**src/rtl/usr_pkg.sv**
```systemverilog
// Shared definitions for the universal shift register.
// Mode encodings for the 2-bit mode input.
package usr_pkg;

  localparam logic [1:0] MODE_HOLD = 2'b00;
  localparam logic [1:0] MODE_SHR  = 2'b01;
  localparam logic [1:0] MODE_SHL  = 2'b10;
  localparam logic [1:0] MODE_LOAD = 2'b11;

endpackage

```
**src/rtl/shift_word_counter.sv**
```systemverilog
// Counts shifts modulo WIDTH and pulses done after each full word.
// Ports: clk, rst (sync, active-high), inc, clr -> cnt, done (registered).
module shift_word_counter #(
  parameter  int WIDTH = 4,
  localparam int CNT_W = $clog2(WIDTH)
) (
  input  logic             clk,
  input  logic             rst,
  input  logic             inc,
  input  logic             clr,
  output logic [CNT_W-1:0] cnt,
  output logic             done
);

  localparam logic [CNT_W-1:0] LAST = CNT_W'(WIDTH - 1);

  always_ff @(posedge clk) begin
    if (rst || clr) begin
      cnt  <= '0;
      done <= 1'b0;
    end else if (inc) begin
      if (cnt == LAST) begin
        cnt  <= '0;
        done <= 1'b1;
      end else begin
        cnt  <= cnt + 1'b1;
        done <= 1'b0;
      end
    end else begin
      done <= 1'b0;
    end
  end

endmodule

```
**src/rtl/univ_shift_reg.sv**
```systemverilog
// Universal shift register: hold, shift right/left (or rotate), load.
// Ports: clk, rst, en, mode, sin_r, sin_l, pin -> pout, sout_r, sout_l,
//        shift_cnt, word_done; all outputs come straight from flops.
module univ_shift_reg
  import usr_pkg::*;
#(
  parameter  int WIDTH  = 4,
  parameter  bit ROTATE = 1'b0,
  localparam int CNT_W  = $clog2(WIDTH)
) (
  input  logic             clk,
  input  logic             rst,
  input  logic             en,
  input  logic [1:0]       mode,
  input  logic             sin_r,
  input  logic             sin_l,
  input  logic [WIDTH-1:0] pin,
  output logic [WIDTH-1:0] pout,
  output logic             sout_r,
  output logic             sout_l,
  output logic [CNT_W-1:0] shift_cnt,
  output logic             word_done
);

  logic [WIDTH-1:0] q;
  logic shr, shl, ld;
  logic rin, lin;

  assign shr = en && (mode == MODE_SHR);
  assign shl = en && (mode == MODE_SHL);
  assign ld  = en && (mode == MODE_LOAD);

  // Bit entering the vacated end: wrap-around in rotate builds.
  assign rin = ROTATE ? q[0]       : sin_r;
  assign lin = ROTATE ? q[WIDTH-1] : sin_l;

  always_ff @(posedge clk) begin
    if (rst) begin
      q <= '0;
    end else begin
      unique case (1'b1)
        shr:     q <= {rin, q[WIDTH-1:1]};
        shl:     q <= {q[WIDTH-2:0], lin};
        ld:      q <= pin;
        default: q <= q;
      endcase
    end
  end

  shift_word_counter #(
    .WIDTH(WIDTH)
  ) u_cnt (
    .clk (clk),
    .rst (rst),
    .inc (shr || shl),
    .clr (ld),
    .cnt (shift_cnt),
    .done(word_done)
  );

  assign pout   = q;
  assign sout_r = q[0];
  assign sout_l = q[WIDTH-1];

endmodule

```
**config.mk**
```make
export PLATFORM = sky130hd
export DESIGN_NAME = univ_shift_reg
export DESIGN_NICKNAME = d
export VERILOG_FILES = /design/src/rtl/usr_pkg.sv /design/src/rtl/shift_word_counter.sv /design/src/rtl/univ_shift_reg.sv
export SDC_FILE = /design/constraint.sdc
export NUM_CORES = 1
export LEC_CHECK = 0
export BUFFER_PORTS_ARGS = -buffer_cell sky130_fd_sc_hd__buf_4
export CORE_UTILIZATION = 28
export DETAILED_ROUTE_END_ITERATION = 8
export GPL_TIMING_DRIVEN = 1
export PLACE_DENSITY = 0.51
export RECOVER_POWER = 50
export SLEW_MARGIN = 20
export SYNTH_ARGS = -nofsm -noshare
export SYNTH_HDL_FRONTEND = slang
export SYNTH_SLANG_ARGS = --single-unit
```
**constraint.sdc**
```tcl
create_clock -name clk -period 2.51 [get_ports clk]
set_clock_uncertainty 0.15 [all_clocks]
set_input_delay 0.502 -clock clk [delete_from_list [all_inputs] [get_ports clk]]
set_output_delay 0.502 -clock clk [all_outputs]
set_load 0.01 [all_outputs]
```
==> metrics.txt, run 1 <==
first-pass GRT wire length=1.16 mm; global routing's busiest layer=met2; Hold Vio Cnt, Final=0; beginning of the critical path=pout[3]; Max-Cap Viols=0; Syn Inst Count=39; FF+latch count, synth=7; gr usage total=12.1%; # setup viols final=0; vias in the first global route=277; required time worst endpoint=between 1500 and 2000 ps; Ports=20; Cell variety after synth=18; Longest Clk Path Bufs=2; Root Buffer=clkbuf_4; post-cts resize count=0; CTS Sinks=7; Residual DRC=0; DRT Pass-1 Iters=2; num rows=13; die area=0.00154 sq mm; most common cell after layout, fill and taps aside=buf_4; Slew Limit Headroom=69.3%; Seq/Total Area, Yosys=between 30 and 40%; Post-CTS Setup Inserts=0; FMAX=approximately 0.7 GHz; Final WS setup=1050 ps; synthesized cell area=388 sq um; most frequent cells in the layout=buf_4 (17), nor2_1 (7), dfxtp_1 (7); Antenna diodes=0; area of the core=0.00130 sq mm; number of hold buffers added after CTS=0; Vias/cell=4.81; fin nets=72; share of Yosys cell area claimed by the top area cell type=36.1%; dpl ws=between 1000 and 1500 ps; GRT overflow=0; cell taking the most area after synthesis=dfxtp_1; initial DRC count=3; CTS buffer count=3; Die Span X=39.2 microns; via count=356; WS Path Type=flip-flop to primary output; antenna-violating nets left=0; Critical Path AT=810 ps; final setup TNS=0 ps; total wire length=816 microns; crit start category=flip-flop; met3 Use GR=around 8.7%; largest net degree at the start of global routing=10; IO Port Bufs=19; Detailed Place HPWL=roughly 610 microns; antenna violations before repair=0; delay-heaviest family, CP=flip-flops; worst r2r src=pout[1]; PD cells=between 500 and 600 mW/mm^2; Worst Setup End Kind=primary output; CP max stage delay=410 ps; P&R area growth vs syn=37.7%; Synth warnings=0; status=finished, final reports clean; H-tree depth=1; met2 Usage GRT=~16%; Worst path slowest cell=dfxtp_1; Slew @ Worst Pin=460 ps; clock period minus worst slack=roughly 1500 ps; ranking of synthesized cells by area=dfxtp_1 (36%), mux2_4 (15%), nor2_1 (6.8%); Synthesized Nets=a little over 50; largest fanout on the critical path=4; clock slew at reported path FFs=around 60 ps; share of layout cells above drive strength 1=40.7%; routability cong.=0.724; GR Layer Usage met1=14.7%; Syn Area/Cell=a little under 10 sq um; final-report max-slew violation count=0; hold path start=rst; Starting Density=29.8%; Wirelength per Cell=11.0 microns; Worst-Skew Late Latency=250 ps; CP Cell Sequence=buf_4; Leakage=about 0.24 nW; die height=39.2 microns; Hold WC Path Type=input pin to flip-flop; Final Cycle Share=58.1%; Peak VDD IR=0.264 mV; TritonCTS clock tree=done; unrepaired setup endpoints after global routing=no; Buffers & Inverters on Critical Path=1
==> layout make-up <==
type                            instances  area [sq um]
Sequential cell                         7           140
Multi-Input combinational cell         29           214
Clock buffer                            4          26.3
Fill cell                             147           767
Timing Repair Buffer                   19           135
Tap cell                               15          18.8
==> worst reg2reg max path, cell delays in order (launching register included) <==
cell	delay [ps]
dfxtp_1	330
mux2_1	310
o22ai_2	160
nor3_2	50
==> per-stage QoR <==
| step | power [mW] | hold WS, ps | instances | cell area, sq um | utilization [%] |
|---|---|---|---|---|---|
| 2_1_floorplan | 0.168 | 389 | 39 | 388 | - |
| 3_3_place_gp | 0.198 | 363 | 70 | 523 | 40.2 |
| 3_5_place_dp | 0.198 | 367 | 70 | 523 | 40.2 |
| 4_1_cts | 0.302 | 320 | 74 | 549 | 42.2 |
| 5_1_grt | 0.314 | 326 | 74 | 534 | 41.1 |
| 6_report | 0.294 | 327 | 74 | 534 | 41.1 |
==> synth_stat cells, drive strengths merged <==
library cell	count
o21a	1
nand2	2
mux2	4
o21ai	1
nand3b	1
nor3	4
and4b	1
o22ai	3
a32oi	2
nor2	7
xor2	1
o32ai	1
dfxtp	7
buf	3
ha	1
==> cell families (layout without fill, tap and decap cells) <==
group	Yosys count	in the layout	share of synthesized area (%)
buf+inv	3	23	6.77
compound gates	8	8	16.5
fa+ha+maj	1	1	3.23
flops	7	7	36.1
simple gates	15	15	19.7
mux	4	4	15.5
xor+xnor	1	1	2.26
==> power by group <==
part           switching [mW]  leakage (nW)  internal (mW)
clock                  0.0418        0.0150         0.0607
sequential            0.00744        0.0575          0.118
combinational          0.0288         0.170         0.0372
==> registers in the layout, indices dropped and copies added (netlist names) <==
signal / flops
u_cnt.cnt: 2
pout: 4
u_cnt.done: 1
==> path summary, 6_finish.rpt <==
check	to	slack [ps]	depth (start not counted)
min	u_cnt.cnt[1]	330	2
min reg2reg	u_cnt.cnt[1]	370	2
max reg2reg	pout[2]	1410	3
max	pout[3]	1050	1
==> per-layer routing <==
metal  wire, microns  part of all wire, %
met1             370                   45
met2             377                   46
met3              68                  8.3
met4               0                    0
met5               0                    0
Note: power is estimated with default switching activity, not from simulation.
==> inputs of run 2 (changes only) <==
- ABC_AREA: unset -> 1
- PLACE_DENSITY: 0.51 -> 0.5
- clock period: 2.51 -> 1.2 ns (I/O delays scaled with it)
==> metrics.txt, run 2 <==
status=finished, final reports clean (unchanged); Die Span X=44.9 microns (was 39.2 microns); Final Cycle Share=between 90% and 100%; Crit. path cell count=1 (unchanged); worst flop-to-flop path endpoint=u_cnt.cnt[1] (was pout[2]); fillers=208 (was 147); largest net degree at the start of global routing=12 (was 10); delay-heaviest family, CP=flip-flops (unchanged); CP Cell Sequence=buf_4 (unchanged); Ports=20 (unchanged); Root Buffer=clkbuf_4 (unchanged); hold_ws=140 ps (was 327 ps); compound-cell area share of the yosys netlist=6.80% (was 16.5%); Worst path slowest cell=dfxtp_1 (unchanged); Critical Path AT=770 ps (was 810 ps); Hold Vio Cnt, Final=0 (unchanged); Seq/Total Area, Yosys=27.2% (was 36.1%); worst r2r src=u_cnt.cnt[0] (was pout[1]); CTS Sinks=7 (unchanged); antenna violations before repair=0 (unchanged); clock slew at reported path FFs=50 ps (was 60 ps); Async SR Flop Fraction=0% (unchanged); DRT Pass-1 Iters=4 (was 2); Peak VDD IR=0.575 mV (was 0.264 mV); num rows=15 (was 13); Max-Cap Viols=0 (unchanged); max reg flops=4 (unchanged); Synth Area in XOR/XNOR=0% (was 2.26%); Starting Density=29.9% (was 29.8%); required time worst endpoint=810 ps (was 1860 ps); CP max stage delay=380 ps (was 410 ps); Leakage=0.342 nW (was 0.243 nW); Post-CTS Setup Inserts=0 (unchanged); Cell variety after synth=18 (unchanged); Most used DFF post-synth=dfxtp_1 (unchanged); ranking of synthesized cells by area=dfxtp_1 (27%), nand4_1 (9.7%), nand2_1 (8.7%) (was dfxtp_1 (36%), mux2_4 (15%), nor2_1 (6.8%)); Slew Limit Headroom=89.3% (was 69.3%); placed instance area=636 sq um (was 523 sq um); TritonCTS clock tree=done (unchanged); most frequent cell after synthesis=nand2_1; worst min-delay path endpoint=u_cnt.done (was u_cnt.cnt[1]); die area=0.00202 sq mm (was 0.00154 sq mm); initial DRC count=11 (was 3); fin nets=104 (was 72); unrepaired setup endpoints after global routing=no (unchanged); Detailed Place HPWL=829 microns (was 607 microns); share of Yosys cell area claimed by the top area cell type=27.2% (was 36.1%); CTS buffer count=3 (unchanged); post-cts resize count=0 (unchanged); H-tree depth=1 (unchanged); multiplexer area fraction after synthesis=0% (was 15.5%); Buffers & Inverters on Critical Path=1 (unchanged); die height=44.9 microns (was 39.2 microns); Worst Setup End Kind=primary output (unchanged); share of layout cells above drive strength 1=34.1% (was 40.7%); # setup viols final=0 (unchanged); Post-Layout Inst Area=663 sq um (was 534 sq um); cell taking the most area after synthesis=dfxtp_1 (unchanged); clock period minus worst slack=1160 ps; synth cell count leaders=nand2_1 (12), nand4_1 (8), dfxtp_1 (7), nand3_1 (7), inv_1 (6) (was dfxtp_1 (7), nor2_1 (7), mux2_4 (4)); Synth warnings=0 (unchanged); Slew @ Worst Pin=160 ps (was 460 ps); most common cell after layout, fill and taps aside=buf_4 (unchanged); synthesized-area fraction occupied by adder cells=2.43% (was 3.23%); crit start category=flip-flop (unchanged); FF+latch count, synth=7 (unchanged); Pwr Total=0.653 mW (was 0.294 mW); IO Port Bufs=19 (unchanged); FMAX=0.861 GHz; vias in the first global route=437 (was 277); largest fanout on the critical path=4 (unchanged); Residual DRC=0 (unchanged); Vias/cell=4.49 (was 4.81); final setup TNS=0 ps (unchanged); Longest Clk Path Bufs=2 (unchanged); final-report max-slew violation count=0 (unchanged); first-pass GRT wire length=1.82 mm (was 1.16 mm); Syn Area/Cell=7.06 sq um (was 9.95 sq um); routability cong.=0.843 (was 0.724); WS Path Type=flip-flop to primary output (unchanged); area of the core=0.00173 sq mm (was 0.00130 sq mm); Wirelength per Cell=9.44 microns (was 11.0 microns); hold path start=rst (unchanged); via count=521 (was 356); simple-gate share of the synthesized area=42.2% (was 19.7%); gr usage total=12.7% (was 12.1%); Antenna diodes=0 (unchanged); number of enable flip-flop cells after synthesis=0 (unchanged); GRT overflow=0 (unchanged); synthesized cell area=515 sq um (was 388 sq um); reg2reg path depth=3 (unchanged); number of hold buffers added after CTS=0 (unchanged); Worst Hold Depth=4 (was 2); largest family of logic cells by synthesized area=simple AND/OR/NAND/NOR gates (unchanged); total wire length=1.10 mm (was 816 microns); Syn Inst Count=73 (was 39); antenna-violating nets left=0 (unchanged); Hold WC Path Type=input pin to flip-flop (unchanged); Synthesized Nets=85 (was 51); Worst-Skew Late Latency=250 ps (about the same); most frequent cells in the layout=buf_4 (19), nand2_1 (12), nand4_1 (8) (was buf_4 (17), nor2_1 (7), dfxtp_1 (7)); flop-to-flop setup slack=160 ps (was 1410 ps); PD cells=985 mW/mm^2 (was 551 mW/mm^2); P&R area growth vs syn=28.6% (was 37.7%)
## run 2: cells by family after synthesis
kind of cell,Yosys count
compound gates,7
fa+ha+maj,1
simple gates,38
flops,7
buf+inv,20
## run 2: how the worst max path moves through the flow
stage / from / slack (ps) / end
6_report: pout[0] / 40 / pout[0]
5_1_grt: u_cnt.cnt[0] / 3 / shift_cnt[0]
3_3_place_gp: en / 80 / u_cnt.cnt[1]
2_1_floorplan: u_cnt.cnt[0] / 140 / u_cnt.cnt[1]
4_1_cts: pout[0] / 30 / pout[0]
3_5_place_dp: en / 70 / u_cnt.cnt[1]
## run 2: power breakdown
group	switching (mW)	leakage [nW]	internal (mW)	total [mW]
logic	0.0910	0.269	0.0827	0.174
clock network	0.0884	0.0150	0.127	0.215
registers	0.0145	0.0579	0.250	0.264
## run 2: layer usage
layer	share of wire, %	vias up	wire length, microns	track usage (%)
met1	47	235	519	14.7
met4	0	0	0	3.64
met5	0	-	0	0
met3	5.9	0	65	7.20
li1	-	273	-	-
met2	47	13	510	20.0
## run 2: area by class of cell
class / instances / area, sq um / area share [%]
Sequential cell: 7 / 141 / 21.3
Tap cell: 25 / 31.3 / 4.72
Clock buffer: 4 / 26.3 / 3.96
Timing Repair Buffer: 19 / 143 / 21.5
Multi-Input combinational cell: 46 / 265 / 40.0
Inverter: 15 / 56.3 / 8.49
## run 2: per-stage QoR
step / instances / worst slack, ps / utilization [%]
finish: 116 / 39.2 / 38.4
floorplan: 73 / 145 / -
CTS: 116 / 28.3 / 38.3
detailed placement: 112 / 70.2 / 36.8
global placement: 112 / 80.3 / 36.8
global route: 116 / 3.03 / 38.4
